==> src/rtl/axi_wr_arbiter.sv <==
// Two-master AXI3 write-path arbiter: one whole transaction (AW, W beats, B) owns the
// slave port at a time, round-robin between masters, with a sticky burst-length check.

module axi_wr_arbiter_port #(
    parameter int ID_W = 4
) (
    input  logic            sel_i,
    input  logic            aw_en_i,
    input  logic            w_en_i,
    input  logic            b_en_i,
    input  logic            s_awready_i,
    input  logic            s_wready_i,
    input  logic            s_bvalid_i,
    input  logic [ID_W-1:0] s_bid_i,
    input  logic [1:0]      s_bresp_i,
    output logic            m_awready_o,
    output logic            m_wready_o,
    output logic            m_bvalid_o,
    output logic [ID_W-1:0] m_bid_o,
    output logic [1:0]      m_bresp_o
);
    logic b_sel;

    // Everything toward a master is gated by ownership and by the channel's active phase.
    assign b_sel       = sel_i & b_en_i;
    assign m_awready_o = sel_i & aw_en_i & s_awready_i;
    assign m_wready_o  = sel_i & w_en_i & s_wready_i;
    assign m_bvalid_o  = b_sel & s_bvalid_i;
    assign m_bid_o     = b_sel ? s_bid_i : '0;
    assign m_bresp_o   = b_sel ? s_bresp_i : '0;
endmodule

module axi_wr_arbiter #(
    parameter int ID_W   = 4,
    parameter int ADDR_W = 32,
    parameter int DATA_W = 32
) (
    input  logic                     clk,
    input  logic                     resetn,
    input  logic [1:0]               M_AWVALID,
    output logic [1:0]               M_AWREADY,
    input  logic [1:0][ID_W-1:0]     M_AWID,
    input  logic [1:0][ADDR_W-1:0]   M_AWADDR,
    input  logic [1:0][3:0]          M_AWLEN,
    input  logic [1:0][2:0]          M_AWSIZE,
    input  logic [1:0][1:0]          M_AWBURST,
    input  logic [1:0]               M_WVALID,
    output logic [1:0]               M_WREADY,
    input  logic [1:0][ID_W-1:0]     M_WID,
    input  logic [1:0][DATA_W-1:0]   M_WDATA,
    input  logic [1:0][DATA_W/8-1:0] M_WSTRB,
    input  logic [1:0]               M_WLAST,
    output logic [1:0]               M_BVALID,
    input  logic [1:0]               M_BREADY,
    output logic [1:0][ID_W-1:0]     M_BID,
    output logic [1:0][1:0]          M_BRESP,
    output logic                     S_AWVALID,
    input  logic                     S_AWREADY,
    output logic [ID_W-1:0]          S_AWID,
    output logic [ADDR_W-1:0]        S_AWADDR,
    output logic [3:0]               S_AWLEN,
    output logic [2:0]               S_AWSIZE,
    output logic [1:0]               S_AWBURST,
    output logic                     S_WVALID,
    input  logic                     S_WREADY,
    output logic [ID_W-1:0]          S_WID,
    output logic [DATA_W-1:0]        S_WDATA,
    output logic [DATA_W/8-1:0]      S_WSTRB,
    output logic                     S_WLAST,
    input  logic                     S_BVALID,
    output logic                     S_BREADY,
    input  logic [ID_W-1:0]          S_BID,
    input  logic [1:0]               S_BRESP,
    output logic [1:0]               GRANT,
    output logic                     LEN_ERR
);
    localparam int NUM_M = 2;

    typedef enum logic [1:0] {IDLE, ADDR, DATA, RESP} state_e;

    state_e     state_q, state_d;
    logic       g_q, g_d;
    logic       prio_q, prio_d;
    logic       len_err_q, len_err_d;
    logic [3:0] len_q, len_d;
    logic [3:0] cnt_q, cnt_d;

    logic       aw_act, w_act, b_act;
    logic       aw_hs, w_hs, b_hs;
    logic [1:0] sel;

    assign aw_act = (state_q == ADDR);
    assign w_act  = (state_q == DATA);
    assign b_act  = (state_q == RESP);
    assign sel    = g_q ? 2'b10 : 2'b01;

    assign aw_hs = aw_act & M_AWVALID[g_q] & S_AWREADY;
    assign w_hs  = w_act & M_WVALID[g_q] & S_WREADY;
    assign b_hs  = b_act & S_BVALID & M_BREADY[g_q];

    always_ff @(posedge clk or negedge resetn) begin
        if (!resetn) begin
            state_q   <= IDLE;
            g_q       <= 1'b0;
            prio_q    <= 1'b0;
            len_err_q <= 1'b0;
            len_q     <= '0;
            cnt_q     <= '0;
        end else begin
            state_q   <= state_d;
            g_q       <= g_d;
            prio_q    <= prio_d;
            len_err_q <= len_err_d;
            len_q     <= len_d;
            cnt_q     <= cnt_d;
        end
    end

    always_comb begin
        state_d   = state_q;
        g_d       = g_q;
        prio_d    = prio_q;
        len_err_d = len_err_q;
        len_d     = len_q;
        cnt_d     = cnt_q;
        case (state_q)
            IDLE: begin
                if (|M_AWVALID) begin
                    g_d     = (&M_AWVALID) ? prio_q : M_AWVALID[1];
                    state_d = ADDR;
                end
            end
            ADDR: begin
                if (aw_hs) begin
                    len_d   = M_AWLEN[g_q];
                    cnt_d   = '0;
                    state_d = DATA;
                end
            end
            DATA: begin
                if (w_hs) begin
                    if (cnt_q != 4'hF) cnt_d = cnt_q + 4'd1;
                    // Early WLAST or a missing WLAST on the final beat are both flagged;
                    // only WLAST ever ends the data phase so the slave sees a closed burst.
                    if (M_WLAST[g_q]) begin
                        if (cnt_q != len_q) len_err_d = 1'b1;
                        state_d = RESP;
                    end else if (cnt_q == len_q) begin
                        len_err_d = 1'b1;
                    end
                end
            end
            RESP: begin
                if (b_hs) begin
                    prio_d  = ~g_q;
                    state_d = IDLE;
                end
            end
            default: state_d = IDLE;
        endcase
    end

    assign S_AWVALID = aw_act & M_AWVALID[g_q];
    assign S_AWID    = aw_act ? M_AWID[g_q]    : '0;
    assign S_AWADDR  = aw_act ? M_AWADDR[g_q]  : '0;
    assign S_AWLEN   = aw_act ? M_AWLEN[g_q]   : '0;
    assign S_AWSIZE  = aw_act ? M_AWSIZE[g_q]  : '0;
    assign S_AWBURST = aw_act ? M_AWBURST[g_q] : '0;

    assign S_WVALID  = w_act & M_WVALID[g_q];
    assign S_WID     = w_act ? M_WID[g_q]   : '0;
    assign S_WDATA   = w_act ? M_WDATA[g_q] : '0;
    assign S_WSTRB   = w_act ? M_WSTRB[g_q] : '0;
    assign S_WLAST   = w_act & M_WLAST[g_q];

    assign S_BREADY  = b_act & M_BREADY[g_q];

    assign GRANT   = (state_q == IDLE) ? 2'b00 : sel;
    assign LEN_ERR = len_err_q;

    for (genvar i = 0; i < NUM_M; i++) begin : g_port
        axi_wr_arbiter_port #(.ID_W(ID_W)) u_port (
            .sel_i       (sel[i]),
            .aw_en_i     (aw_act),
            .w_en_i      (w_act),
            .b_en_i      (b_act),
            .s_awready_i (S_AWREADY),
            .s_wready_i  (S_WREADY),
            .s_bvalid_i  (S_BVALID),
            .s_bid_i     (S_BID),
            .s_bresp_i   (S_BRESP),
            .m_awready_o (M_AWREADY[i]),
            .m_wready_o  (M_WREADY[i]),
            .m_bvalid_o  (M_BVALID[i]),
            .m_bid_o     (M_BID[i]),
            .m_bresp_o   (M_BRESP[i])
        );
    end
endmodule

==> config.mk <==
export PLATFORM = sky130hd
export DESIGN_NAME = axi_wr_arbiter
export DESIGN_NICKNAME = d
export VERILOG_FILES = /design/src/rtl/axi_wr_arbiter.sv
export SDC_FILE = /design/constraint.sdc
export NUM_CORES = 1
export LEC_CHECK = 0
export BUFFER_PORTS_ARGS = -buffer_cell sky130_fd_sc_hd__buf_4
export CAP_MARGIN = 20
export CELL_PAD_IN_SITES_DETAIL_PLACEMENT = 0
export CELL_PAD_IN_SITES_GLOBAL_PLACEMENT = 1
export CORE_MARGIN = 8
export CORE_UTILIZATION = 22
export DETAILED_ROUTE_END_ITERATION = 10
export HOLD_SLACK_MARGIN = 0.1
export PLACE_DENSITY_LB_ADDON = 0.08
export REMOVE_ABC_BUFFERS = 1
export SLEW_MARGIN = 10
export SYNTH_ARGS = -nofsm -noshare
export SYNTH_HDL_FRONTEND = slang
export SYNTH_SLANG_ARGS = --single-unit
==> constraint.sdc <==
create_clock -name clk -period 5.65 [get_ports clk]
set_clock_uncertainty 0.2 [all_clocks]
set_input_delay 1.4125 -clock clk [delete_from_list [all_inputs] [get_ports clk]]
set_output_delay 1.4125 -clock clk [all_outputs]
set_load 0.005 [all_outputs]
==> results of run 1 <==
[worst max path at each step]
stage / end / slack [ns] / cells past startpoint
after CTS: S_WDATA[5] / 1.77 / 4
final: S_WDATA[17] / 1.77 / 4
after detailed placement: S_WVALID / 1.90 / 4
after floorplan: S_AWVALID / 0.15 / 2
after global placement: S_WVALID / 1.91 / 4
after global routing: S_AWADDR[14] / 1.62 / 5
[Yosys cell counts, types with 4 or more instances]
library cell,instances,area share
mux2i_1,90,0.38
nor2_1,53,0.083
nor2b_1,51,0.13
dfrtp_1,13,0.14
clkbuf_1,12,0.019
buf_2,10,0.021
and3_1,9,0.024
and2_1,8,0.021
buf_4,7,0.022
ha_1,6,0.031
nand2_1,6,0.0094
a21oi_1,5,0.010
inv_1,4,0.0063
xor2_1,4,0.015
[logic make-up after synthesis]
| logic type | share of synthesized area |
|---|---|
| flops | 0.136 |
| xor+xnor | 0.0183 |
| simple gates | 0.290 |
| fa+ha+maj | 0.0314 |
| buf+inv | 0.0696 |
| compound gates | 0.0670 |
| mux | 0.387 |
[worst max-delay path, stage by stage (launching register included)]
cell and delay, ns:
dfrtp_4 1.02, buf_4 0.43, mux2i_1 0.31, nor2_1 0.07, buf_4 0.15
[state kept, by name, indices dropped and copies added, names as in the netlist]
| signal | cells |
|---|---|
| g_q | 1 |
| prio_q | 1 |
| cnt_q | 4 |
| state_q | 2 |
| LEN_ERR | 1 |
| len_q | 4 |
[cell type report]
cell class / count / area (um2)
tap: 140 / 175
fill: 1101 / 5960
sequential: 13 / 329
inverter: 5 / 18.8
timing repair buffer: 303 / 2270
multi-input combinational: 260 / 1900
clock buffer: 4 / 45.0
[layer usage]
| metal | vias up | GRT usage |
|---|---|---|
| li1 | 1592 | - |
| met1 | 1420 | 0.172 |
| met2 | 129 | 0.353 |
| met3 | 12 | 0.0755 |
| met4 | 0 | 0.0359 |
| met5 | - | 0 |
[per-stage QoR]
step                std cells  hold WS, ns
finish                    725        0.260
global route              725        0.290
CTS                       725        0.269
detailed placement        721        0.254
global placement          721        0.249
floorplan                 278        0.251
[power by group]
| part | internal (mW) | total, mW | switching [mW] |
|---|---|---|---|
| sequential | 0.138 | 0.269 | 0.132 |
| combinational | 0.774 | 1.38 | 0.607 |
| clock | 0.0499 | 0.0869 | 0.0369 |
| total | 0.961 | 1.74 | 0.776 |
==> run metrics, run 1 <==
reg2reg end=state_q[1]$_DFFE_PN0P_; Hold Path Depth=1; FF+latch count, synth=13; Tcrit/Tclk final=0.687; number of cell rows=38; H-tree depth=1; slew margin rel.=0.387; clock sink count=13; initial antenna violation count=0; Crit Path Max Fanout=60; EDFF count, synth=0; antenna cells=0; Finish-stage setup viols=0; Async SR Flop Fraction=1.00; final core occ=0.443; largest net degree at the start of global routing=61; Pwr Density=366 nW/um2; Leak=2.72 nW; Nets=781; total number of vias=3153; RR Startpoint=g_q$_DFFE_PN0P_; Critical Path AT=2.27 ns; IO Port Bufs=298; CP Data Required Time=4.04 ns; final hold vios=0; die area=14500 um2; main flop type after synthesis=dfrtp_1; Critical Setup Path Class=register to primary output; setup ws final=1.77 ns; final WL=13800 um; DRT Pass-1 Iters=5; CTS Buf Count=3; fin. max-slew vios=0; Layout area overhead=98.4%; sum of negative setup slack=0 ns; FF-to-FF path depth=4; DR WL met2=7700 um; wire length on met3=1360 um; Max-Cap Viols=0; antenna-violating nets left=0; Residual DRC=0; HPWL after DPL=12000 um; post-CTS setup buffer count=0; unrepaired setup endpoints after global routing=false; max layer used=met4; DRC marker count from the first detailed-route iteration=102; Starting Density=0.223; Worst-Margin Slew=0.920 ns; Die X=120 um; hold path startpoint=LEN_ERR$_DFFE_PN0P_; Startpoint Class=register; first-pass GRT wire length=20200 um; vias in the first global route=3353; synthesized area=2390 um2; Synth Warn #=0; wl on met1=4610 um; DR vias/cell=4.35; worst slack at placement=1.90 ns; Clock Latency Late Sink=0.25 ns; core area=10700 um2; GRT Util Overall=0.180; layout cells sized above 1=0.530; gpl congestion=0.834; hold buffer count at CTS=0; WL/cell=19.1 um; Design Power=1.74 mW; Cells after Synth=307; I/O Pins=299; CP Launch Point=g_q$_DFFE_PN0P_; clock slew at reported path FFs=0.06 ns; most common cell after layout, fill and taps aside=buf_4; FMAX=0.258 GHz; Root Buffer=clkbuf_8; Setup crit end kind=primary output; sequential element share of the synthesized area=0.136; Worst VDD drop=0.000342 V; CTS Buffer Depth=2; min Tclk post-route=3.88 ns; DP Area=4700 um2; fin area=4740 um2; status=complete, no violations; GRT Residual Overflow=0; die height=120 um; worst min-delay path category=register to register; Netlist cell types=37; CTS-repair resized insts=0; worst reg2reg setup slack=3.13 ns; most frequent cells in the layout=buf_4, mux2i_1, nor2_1, nor2b_1, dfrtp_1; CTS tree=done; Min-Delay Endpoint=LEN_ERR$_DFFE_PN0P_; synthesized area per cell=7.78 um2
No activity file was read; power rests on OpenSTA's default activity.
==> run 2: changes to the inputs <==
ABC_AREA = 1   (was default)
CORE_UTILIZATION = 15   (was 22)
clock period = 3.5 ns   (was 5.65 ns; I/O delays follow)
==> run 2 against run 1 <==
Setup slack got worse by 1.6 ns. Clock power rose to 2.5 times the previous value. Sequential cell count did not move. Global-route usage fell by 2.0 points. Synthesized cell count rose by 20%. First-iteration DRC count rose by 83%. Die area rose by 25%. Hold slack improved by 0.00060 ns. Largest cell class unchanged. Largest power group unchanged.
==> run metrics, run 2 <==
core area=13800 um2 (+29%); max incr delay on CP=0.53 ns (-0.49 ns); post-synthesis adder-cell area fraction=0.0356 (+0.00417); clock slew at reported path FFs=0.05 ns (about the same); delay-heaviest family, CP=buffers and inverters; hold buffer count at CTS=0 (unchanged); CTS Buf Count=3 (unchanged); most common cell after layout, fill and taps aside=buf_4; FF-to-FF path depth=9 (+5); H-tree depth=1 (unchanged); slew margin rel.=0.548 (+0.162); Tcrit/Tclk final=0.941; final WL=15700 um (+14%); GRT Residual Overflow=0 (unchanged); die area=18100 um2 (+25%); IO Port Bufs=298 (unchanged); Synth Warn #=0 (unchanged); largest family of logic cells by synthesized area=simple AND/OR/NAND/NOR gates; antenna cells=0 (unchanged); Post-Synth Simple-Gate Area=0.353 (+0.0629); DRC marker count from the first detailed-route iteration=187 (+83%); Async SR Flop Fraction=1.00 (unchanged); WL/cell=19.1 um (-0.11%); Critical Path, Cell by Cell=inv_1, ha_1, nand2_1, inv_2, a22o_1, buf_4; main flop type after synthesis=dfrtp_1; Nets=840 (+7.6%); worst min-delay path category=register to register; EDFF count, synth=0 (unchanged); Leak=2.55 nW (-6.4%); total number of vias=3512 (+11%); synthesized area per cell=5.75 um2 (-26%); HPWL after DPL=13400 um (+11%); most frequent cells in the layout=buf_4, nand2_1, a21oi_1, a22o_1, nor2_1; Synth area leader=nand2_1; I/O Pins=299 (unchanged); DR vias/cell=4.26 (-2.0%); RR Startpoint=g_q$_DFFE_PN0P_; sequential element share of the synthesized area=0.154 (+0.0181); reg2reg end=state_q[0]$_DFFE_PN0P_; vias in the first global route=3434 (+2.4%); DRT Pass-1 Iters=4 (-1); Hold Slack=0.261 ns (+0.000596 ns); post-CTS setup buffer count=0 (unchanged); Netlist cell types=23 (-38%); CTS Buffer Depth=2 (unchanged); initial antenna violation count=0 (unchanged); top-area cell type share of the netlist area=0.237 (-0.140); xor/xnor share of the synthesized area=0.00830 (-0.0100); CP Data Required Time=2.42 ns (-1.62 ns); worst reg2reg setup slack=1.23 ns (-1.90 ns); fin. max-slew vios=0 (unchanged); CTS tree=done; Setup crit end kind=primary output; synthesized area=2110 um2 (-12%); Worst Path Buf+Inv=3 (+1); Finish-stage setup viols=0 (unchanged); unrepaired setup endpoints after global routing=false; Startpoint Class=register; min Tclk post-route=3.29 ns; biggest regs=cnt_q: 4 flops, len_q: 4 flops, state_q: 2 flops; Pwr Density=576 nW/um2 (+57%); Synth Area in Compound Gates=0.301 (+0.234); GRT Util Overall=0.161 (-0.0197); largest net degree at the start of global routing=51 (-16%); CTS-repair resized insts=0 (unchanged); Worst-Margin Slew=0.676 ns (-0.244 ns); final hold vios=0 (unchanged); Crit Path Max Fanout=41 (-32%); Residual DRC=0 (unchanged); Die X=135 um (+12%); Min-Delay Endpoint=LEN_ERR$_DFFE_PN0P_; number of cell rows=43 (+13%); Cells after Synth=367 (+20%); Critical Path AT=2.22 ns (-0.05 ns); Post-synth top cells=nand2_1, a21oi_1, a22o_1; antenna-violating nets left=0 (unchanged); final core occ=0.328 (-0.115); Starting Density=0.153 (-0.0708); FF+latch count, synth=13 (unchanged); first-pass GRT wire length=22300 um (+10%); Hold Path Depth=2 (+1); Clock Latency Late Sink=0.24 ns (about the same); die height=135 um (+12%); Max-Cap Viols=0 (unchanged); most frequent cell after synthesis=nand2_1; Critical Setup Path Class=register to primary output; layout cells sized above 1=0.495 (-0.0346); gpl congestion=0.840 (+0.70%); clock sink count=13 (unchanged); Worst VDD drop=0.000384 V (+12%); FMAX=0.304 GHz; Layout area overhead=115%; hold path startpoint=LEN_ERR$_DFFE_PN0P_; status=complete, no violations; Root Buffer=clkbuf_16; largest cells by area after synthesis=nand2_1, a22o_1, dfrtp_1, a21oi_1, nor2_1; critical path's slowest cell=inv_2; mux cell area share after synthesis=0.0190 (-0.368)
==> run 2: changes by cell type in the layout (fill, tap and decap cells not counted), sizes merged, moves of 9 or more <==
cell   previous run  this run
nor2             54        36
a21oi             5        48
a22o              2        40
and3              9         0
nand2             6       137
nor2b            51         0
inv               4        28
mux2i            91         4
==> run 2: cell type report <==
type                       instances  area [um2]
timing repair buffer             303        2290
multi-input combinational        296        1510
clock buffer                       4        78.8
inverter                          28         105
tap                              180         225
sequential                        13         327
fill                            1535        9290
==> run 2: metal layers <==
| layer | GRT usage | up-vias | routed length (um) |
|---|---|---|---|
| met5 | 0 | - | 0 |
| met4 | 0.0225 | 0 | 176 |
| met3 | 0.0520 | 12 | 1370 |
| met2 | 0.315 | 148 | 8550 |
| met1 | 0.164 | 1594 | 5620 |
| li1 | - | 1758 | - |
==> run 2: worst reg2reg max path, delay by kind of cell, from the launching register on <==
family,cells,cell delay (ns)
flops,1,0.67
buf+inv,2,0.62
simple gates,6,0.47
compound gates,1,0.27
==> run 2: kinds of logic (layout without fill, tap and decap cells) <==
logic type,Yosys count,in the layout
simple gates,188,188
compound gates,96,96
buf+inv,58,335
flops,13,13
fa+ha+maj,6,6
mux,4,4
xor+xnor,2,2
==> run 2: worst max path at each step <==
stage / start / depth (start not counted) / slack [ns] / to
global placement: state_q[0]$_DFFE_PN0P_ / 6 / 0.52 / S_WID[1]
global route: state_q[0]$_DFFE_PN0P_ / 6 / 0.05 / S_WID[1]
finish: state_q[0]$_DFFE_PN0P_ / 6 / 0.21 / S_WID[1]
detailed placement: state_q[0]$_DFFE_PN0P_ / 6 / 0.48 / S_WID[1]
CTS: state_q[0]$_DFFE_PN0P_ / 6 / 0.23 / S_WID[1]
floorplan: g_q$_DFFE_PN0P_ / 3 / -0.07 / M_BID[0]
==> run 2: power by group <==
group / total (mW) / internal, mW / switching, mW
combinational: 2.10 / 0.990 / 1.11
clock: 0.218 / 0.154 / 0.0647
sequential: 0.298 / 0.205 / 0.0930
==> run 2: stage by stage <==
step | total power, mW | TNS, ns | setup WS [ns] | instances | instance area [um2]
2_1_floorplan | 1.25 | -0.554 | -0.0746 | 337 | 1940
3_3_place_gp | 2.43 | 0 | 0.518 | 820 | 4460
3_5_place_dp | 2.43 | 0 | 0.482 | 820 | 4460
4_1_cts | 2.67 | 0 | 0.227 | 824 | 4530
5_1_grt | 2.85 | 0 | 0.0495 | 824 | 4530
6_report | 2.61 | 0 | 0.206 | 824 | 4530
